`src/rtl/uart_rx_frame_ctrl.sv`:
```
// uart_rx_frame_ctrl: command-frame controller behind a UART receiver.
// Hunts for a sync byte, then collects CMD, LEN, payload and an XOR checksum.
// A good frame is held until the consumer acknowledges it. Errors are reported
// as single-cycle pulses.
// Ports:
//   i_CLK, i_RST          clock, asynchronous active-high reset
//   i_DATA_RX             received byte
//   i_RX_DATA_VALID       single-cycle strobe that qualifies i_DATA_RX
//   i_FRAME_ACK           consumer releases the held frame
//   i_RD_ADDR / o_RD_DATA payload buffer read port, one cycle of latency
//   o_FRAME_VALID         a good frame is held
//   o_CMD, o_LEN          CMD and LEN of the held frame (0 when no frame is held)
//   o_ERR_CHECKSUM, o_ERR_LENGTH, o_ERR_TIMEOUT, o_OVERRUN  error pulses
module uart_rx_frame_ctrl #(
  parameter logic [7:0]  c_SYNC_BYTE      = 8'hA5,
  parameter int unsigned c_MAX_PAYLOAD    = 8,
  parameter int unsigned c_ADDR_WIDTH     = 3,
  parameter int unsigned c_TIMEOUT_CYCLES = 4340
) (
  input  logic                    i_CLK,
  input  logic                    i_RST,
  input  logic [7:0]              i_DATA_RX,
  input  logic                    i_RX_DATA_VALID,
  input  logic                    i_FRAME_ACK,
  input  logic [c_ADDR_WIDTH-1:0] i_RD_ADDR,
  output logic [7:0]              o_RD_DATA,
  output logic                    o_FRAME_VALID,
  output logic [7:0]              o_CMD,
  output logic [7:0]              o_LEN,
  output logic                    o_ERR_CHECKSUM,
  output logic                    o_ERR_LENGTH,
  output logic                    o_ERR_TIMEOUT,
  output logic                    o_OVERRUN
);

  localparam int unsigned c_DEPTH = 2**c_ADDR_WIDTH;
  localparam int unsigned c_IW    = c_ADDR_WIDTH + 1;
  localparam int unsigned c_TW    = $clog2(c_TIMEOUT_CYCLES);
  localparam logic [c_TW-1:0] c_TMAX = c_TW'(c_TIMEOUT_CYCLES - 1);

  localparam logic [2:0] HUNT    = 3'd0;
  localparam logic [2:0] CMD     = 3'd1;
  localparam logic [2:0] LEN     = 3'd2;
  localparam logic [2:0] PAYLOAD = 3'd3;
  localparam logic [2:0] CSUM    = 3'd4;
  localparam logic [2:0] HOLD    = 3'd5;

  logic [2:0]      r_state, w_nxt_state;
  logic [7:0]      r_cmd, w_nxt_cmd;
  logic [7:0]      r_len, w_nxt_len;
  logic [7:0]      r_xor, w_nxt_xor;
  logic [c_IW-1:0] r_idx, w_nxt_idx;
  logic [c_TW-1:0] r_tcnt, w_nxt_tcnt;
  logic            r_frame_valid, w_nxt_frame_valid;
  logic [7:0]      r_out_cmd, w_nxt_out_cmd;
  logic [7:0]      r_out_len, w_nxt_out_len;
  logic            r_err_csum, w_nxt_err_csum;
  logic            r_err_len, w_nxt_err_len;
  logic            r_err_to, w_nxt_err_to;
  logic            r_overrun, w_nxt_overrun;
  logic            w_we;
  logic            w_active;
  logic            w_timeout;
  logic [7:0]      r_mem [0:c_DEPTH-1];
  logic [7:0]      r_rd_data;

  // Inter-byte timer runs only while a frame is being collected.
  assign w_active  = (r_state == CMD) || (r_state == LEN) ||
                     (r_state == PAYLOAD) || (r_state == CSUM);
  assign w_timeout = w_active && !i_RX_DATA_VALID && (r_tcnt == c_TMAX);

  // Next-state and next-output logic.
  always_comb begin
    w_nxt_state       = r_state;
    w_nxt_cmd         = r_cmd;
    w_nxt_len         = r_len;
    w_nxt_xor         = r_xor;
    w_nxt_idx         = r_idx;
    w_nxt_tcnt        = '0;
    w_nxt_frame_valid = r_frame_valid;
    w_nxt_out_cmd     = r_out_cmd;
    w_nxt_out_len     = r_out_len;
    w_nxt_err_csum    = 1'b0;
    w_nxt_err_len     = 1'b0;
    w_nxt_err_to      = 1'b0;
    w_nxt_overrun     = 1'b0;
    w_we              = 1'b0;

    if (w_active && !i_RX_DATA_VALID && !w_timeout) begin
      w_nxt_tcnt = r_tcnt + c_TW'(1);
    end

    case (r_state)
      HUNT: begin
        if (i_RX_DATA_VALID && (i_DATA_RX == c_SYNC_BYTE)) w_nxt_state = CMD;
      end
      CMD: begin
        if (i_RX_DATA_VALID) begin
          w_nxt_cmd   = i_DATA_RX;
          w_nxt_xor   = i_DATA_RX;
          w_nxt_state = LEN;
        end
      end
      LEN: begin
        if (i_RX_DATA_VALID) begin
          if (i_DATA_RX > 8'(c_MAX_PAYLOAD)) begin
            w_nxt_err_len = 1'b1;
            w_nxt_state   = HUNT;
          end else begin
            w_nxt_len   = i_DATA_RX;
            w_nxt_xor   = r_xor ^ i_DATA_RX;
            w_nxt_idx   = '0;
            w_nxt_state = (i_DATA_RX == 8'd0) ? CSUM : PAYLOAD;
          end
        end
      end
      PAYLOAD: begin
        if (i_RX_DATA_VALID) begin
          w_we      = 1'b1;
          w_nxt_xor = r_xor ^ i_DATA_RX;
          w_nxt_idx = r_idx + c_IW'(1);
          // Index is one bit wider than the address, so a full buffer never wraps here.
          if ((8'(r_idx) + 8'd1) == r_len) w_nxt_state = CSUM;
        end
      end
      CSUM: begin
        if (i_RX_DATA_VALID) begin
          if (i_DATA_RX == r_xor) begin
            w_nxt_state       = HOLD;
            w_nxt_frame_valid = 1'b1;
            w_nxt_out_cmd     = r_cmd;
            w_nxt_out_len     = r_len;
          end else begin
            w_nxt_err_csum = 1'b1;
            w_nxt_state    = HUNT;
          end
        end
      end
      HOLD: begin
        if (i_FRAME_ACK) begin
          // A byte coinciding with the ack is treated as if already hunting.
          w_nxt_frame_valid = 1'b0;
          w_nxt_out_cmd     = 8'd0;
          w_nxt_out_len     = 8'd0;
          w_nxt_state = (i_RX_DATA_VALID && (i_DATA_RX == c_SYNC_BYTE)) ? CMD : HUNT;
        end else if (i_RX_DATA_VALID) begin
          w_nxt_overrun = 1'b1;
        end
      end
      default: w_nxt_state = HUNT;
    endcase

    if (w_timeout) begin
      w_nxt_state  = HUNT;
      w_nxt_err_to = 1'b1;
    end
  end

  // State and output registers.
  always_ff @(posedge i_CLK or posedge i_RST) begin
    if (i_RST) begin
      r_state       <= HUNT;
      r_cmd         <= 8'd0;
      r_len         <= 8'd0;
      r_xor         <= 8'd0;
      r_idx         <= '0;
      r_tcnt        <= '0;
      r_frame_valid <= 1'b0;
      r_out_cmd     <= 8'd0;
      r_out_len     <= 8'd0;
      r_err_csum    <= 1'b0;
      r_err_len     <= 1'b0;
      r_err_to      <= 1'b0;
      r_overrun     <= 1'b0;
    end else begin
      r_state       <= w_nxt_state;
      r_cmd         <= w_nxt_cmd;
      r_len         <= w_nxt_len;
      r_xor         <= w_nxt_xor;
      r_idx         <= w_nxt_idx;
      r_tcnt        <= w_nxt_tcnt;
      r_frame_valid <= w_nxt_frame_valid;
      r_out_cmd     <= w_nxt_out_cmd;
      r_out_len     <= w_nxt_out_len;
      r_err_csum    <= w_nxt_err_csum;
      r_err_len     <= w_nxt_err_len;
      r_err_to      <= w_nxt_err_to;
      r_overrun     <= w_nxt_overrun;
    end
  end

  // Payload buffer and registered read port; intentionally not reset.
  always_ff @(posedge i_CLK) begin
    if (w_we) r_mem[r_idx[c_ADDR_WIDTH-1:0]] <= i_DATA_RX;
    r_rd_data <= r_mem[i_RD_ADDR];
  end

  assign o_RD_DATA      = r_rd_data;
  assign o_FRAME_VALID  = r_frame_valid;
  assign o_CMD          = r_out_cmd;
  assign o_LEN          = r_out_len;
  assign o_ERR_CHECKSUM = r_err_csum;
  assign o_ERR_LENGTH   = r_err_len;
  assign o_ERR_TIMEOUT  = r_err_to;
  assign o_OVERRUN      = r_overrun;

endmodule

```
`config.mk`:
```
export PLATFORM = sky130hd
export DESIGN_NAME = uart_rx_frame_ctrl
export DESIGN_NICKNAME = d
export VERILOG_FILES = /design/src/rtl/uart_rx_frame_ctrl.sv
export SDC_FILE = /design/constraint.sdc
export NUM_CORES = 1
export LEC_CHECK = 0
export ABC_AREA = 0
export CAP_MARGIN = 20
export CORE_AREA = 2 2 112 114
export DETAILED_ROUTE_END_ITERATION = 7
export DIE_AREA = 0 0 114 116
export DONT_BUFFER_PORTS = 1
export GPL_TIMING_DRIVEN = 1
export PLACE_DENSITY = 0.63
export SYNTH_ARGS = -nofsm -noshare
export SYNTH_HDL_FRONTEND = slang
export SYNTH_SLANG_ARGS = --single-unit
```
`constraint.sdc`:
```
create_clock -name i_CLK -period 3.7 [get_ports i_CLK]
set_input_delay 0.925 -clock i_CLK [delete_from_list [all_inputs] [get_ports i_CLK]]
set_output_delay 0.925 -clock i_CLK [all_outputs]
set_load 0.005 [all_outputs]
```
==> impl_metrics.csv <==
group,metric,value,unit
route,firstDrtPassIters,4,
hold_path,min-delay-start,"r_tcnt[0]",
timing,maxSlewViolCount,0,
timing,rsz0062_at_grt,"false",
logic_synthesis,netlist_area,5880,um2
critical_path,crit_type,"reg2reg",
flow_run,drv_cap,0,
route,drtIter0Drc,230,
critical_path,critical_path.slowest_cell,"nor2_1",
floorplanning,initial_core_util,49.4,%
logic_synthesis,yosysUniqueCellTypes,50,
critical_path,crit_buf_inv,0,
floorplanning,io_pins,44,
clocking,root_buffer,"clkbuf_16",
critical_path,arrival,2.52,ns
final_layout,drive_gt1_share,19.0,%
clocking,hold_buffers,0,
critical_path,regToRegSetupSlack,1.22,ns
timing,hold_viol_final,0,
timing,slew_headroom,35.7,%
hold_path,worstHoldEndpoint,"r_tcnt[0]",
grt,grt_usage,19.3,%
route,routed_wl,11400,um
final_layout,fin_cells,606,
place,place_inst,573,
run_status,status,"finished, final reports clean",
timing,clock_skew,0.00609,ns
critical_path,cp_max_fo,19,
power_and_ir_drop,ir_drop,0.406,mV
grt,grt_max_degree,35,
clocking,cts-resized-gates,0,
route,routedWlPerCell,18.8,um
timing,setup_ws,1.22,ns
clocking,cts_sinks,137,
logic_synthesis,synthFlopType,"dfrtp_1",
critical_path,endpoint_kind,"flop",
clocking,cts_tree,"built",
place,place_ws,1.01,ns
place,dp.final_hpwl,7270,um
final_layout,mostFrequentLayoutCells,"dfrtp_1, edfxtp_1, nand2_1",
timing,finalCritPeriodShare,67.0,%
critical_path,worstPathCellList,"nor2b_1, and3_1, nand2_1, nor2_1",
power_and_ir_drop,power_density,687,nW/um2
floorplanning,core.rowCount,40,
critical_path,max_stage_delay,0.76,ns
floorplanning,die_h,116,um
clocking,numCtsBuffers,17,
logic_synthesis,yosysSeqAreaShare,63.0,%
logic_synthesis,syn-num-nets,462,
place,gp_congestion,0.836,
logic_synthesis,ys_ff_latch,137,
final_layout,antennaDiodeCount,0,
critical_path,r2r_end,"r_mem[7][5]",
power_and_ir_drop,p_total,4.55,mW
clocking,clk_pin_slew,0.06,ns
route,ant_nets,0,
timing,fin_crit,2.48,ns
hold_path,holdPathStages,1,
logic_synthesis,synth_cells,445,
logic_synthesis,synth-edff-count,64,
floorplanning,dieArea,13200,um2
critical_path,required,3.74,ns
clocking,post-cts-setup-buffers,0,
hold_path,hold_class,"reg2reg",
final_layout,nFillCells,989,
power_and_ir_drop,p_leak,2.51,nW
final_layout,fin_nets,463,
floorplanning,core_area,11900,um2
place,postPlaceCellArea,5980,um2
clocking,htreeDepth,4,
logic_synthesis,avgSynthCellArea,13.2,um2
route,remaining_drc_errors,0,
clocking,clkLatencyLatePin,0.42,ns
grt,grt_pass1_vias,3539,
grt,antenna_found_initial,0,
critical_path,cp-start-kind,"flop",
timing,tns,0,ns
timing,max_slew.worst_pin.slew,0.961,ns
final_layout,syn_to_final_growth,12.5,%
critical_path,rr_startpoint,"r_state[0]",
final_layout,final_area,6620,um2
timing,max_clock_freq,0.404,GHz
timing,setup_violations,0,
place,port_buffers,0,
grt,grt_first_pass_wirelength,18900,um
logic_synthesis,ys_async_sr_fraction,47.4,%
clocking,cts_max_path_buffers,2,
critical_path,ff2ff_path_depth,4,
route,vias_per_cell,5.80,
grt,overflow,0,
floorplanning,die_x,114,um
route,vias,3516,
logic_synthesis,synth_warnings,0,
final_layout,final_common_cell,"dfrtp_1",
critical_path,cp_top_family,"simple AND/OR/NAND/NOR gates",
[cells in the mapped netlist (8+ instances only)]
cell type	number	area, um2
o21ai_0	27	135
nand2_1	42	158
a31oi_1	14	87.6
edfxtp_1	64	1920
mux2_2	15	169
mux4_2	16	360
dfrtp_1	65	1630
nor2_1	26	97.6
clkbuf_1	18	67.6
dfxtp_1	8	160
o31ai_1	19	143
nor3_1	8	40.0
or2_2	8	50.1
a21oi_1	12	60.1
xnor2_1	13	114
[power breakdown]
group          switching [mW]  internal, mW  total (mW)
Sequential              0.232          1.83        2.06
Combinational           0.384         0.351       0.734
Clock                   0.621          1.13        1.76
[stage by stage]
step | utilization (%) | hold slack [ns]
after floorplan | - | 0.433
after global placement | 50.2 | 0.449
after detailed placement | 50.2 | 0.458
after CTS | 55.5 | 0.466
after global routing | 55.6 | 0.474
final | 55.6 | 0.461
[area by class of cell]
cell class / count / area, um2 / share of cell area, %
timing repair buffer: 8 / 67.6 / 1.02
multi-input combinational: 275 / 2010 / 30.4
tap: 147 / 184 / 2.78
inverter: 7 / 26.3 / 0.397
clock buffer: 23 / 488 / 7.37
sequential: 137 / 3710 / 56.0
clock inverter: 9 / 135 / 2.04
[metal layers]
layer	vias up	global-route usage (%)	routed length [um]
li1	1655	-	-
met1	1764	24.8	5080
met2	89	31.0	5610
met3	8	6.07	559
met4	0	7.15	123
met5	-	0	0
[state kept, by name (all words and copies together), names as in the netlist]
signal          cells
o_ERR_TIMEOUT       1
o_CMD               8
r_cmd               8
r_len               8
o_LEN               8
o_FRAME_VALID       1
r_state             3
o_RD_DATA           8
r_xor               8
r_idx               4
o_OVERRUN           1
r_mem              64
o_ERR_CHECKSUM      1
r_tcnt             13
o_ERR_LENGTH        1
[logic make-up after synthesis]
family,Yosys count,synth area share [%]
AO/OA/AOI/OAI,81,8.61
adder cells (fa/ha/maj),2,0.425
buffers and inverters,33,2.76
multiplexers,34,9.76
flip-flops,137,63.0
AND/OR/NAND/NOR,138,12.4
XOR/XNOR,20,2.98
[worst max path at each step]
stage	from	to	slack, ns	cells past startpoint
2_1_floorplan	i_RST	o_CMD[0]	1.15	1
3_3_place_gp	i_DATA_RX[0]	o_LEN[7]	1.06	5
3_5_place_dp	i_DATA_RX[0]	o_LEN[7]	1.01	5
4_1_cts	r_state[0]	r_mem[7][7]	1.19	4
5_1_grt	r_state[0]	r_mem[7][7]	1.02	4
6_report	r_state[0]	r_mem[7][5]	1.22	4
[worst reg2reg max path, cell delays in order, from the launching register on]
cell	delay (ns)
dfrtp_1	0.67
nor2b_1	0.27
and3_1	0.24
nand2_1	0.16
nor2_1	0.77
(Power assumes the default switching activity.)
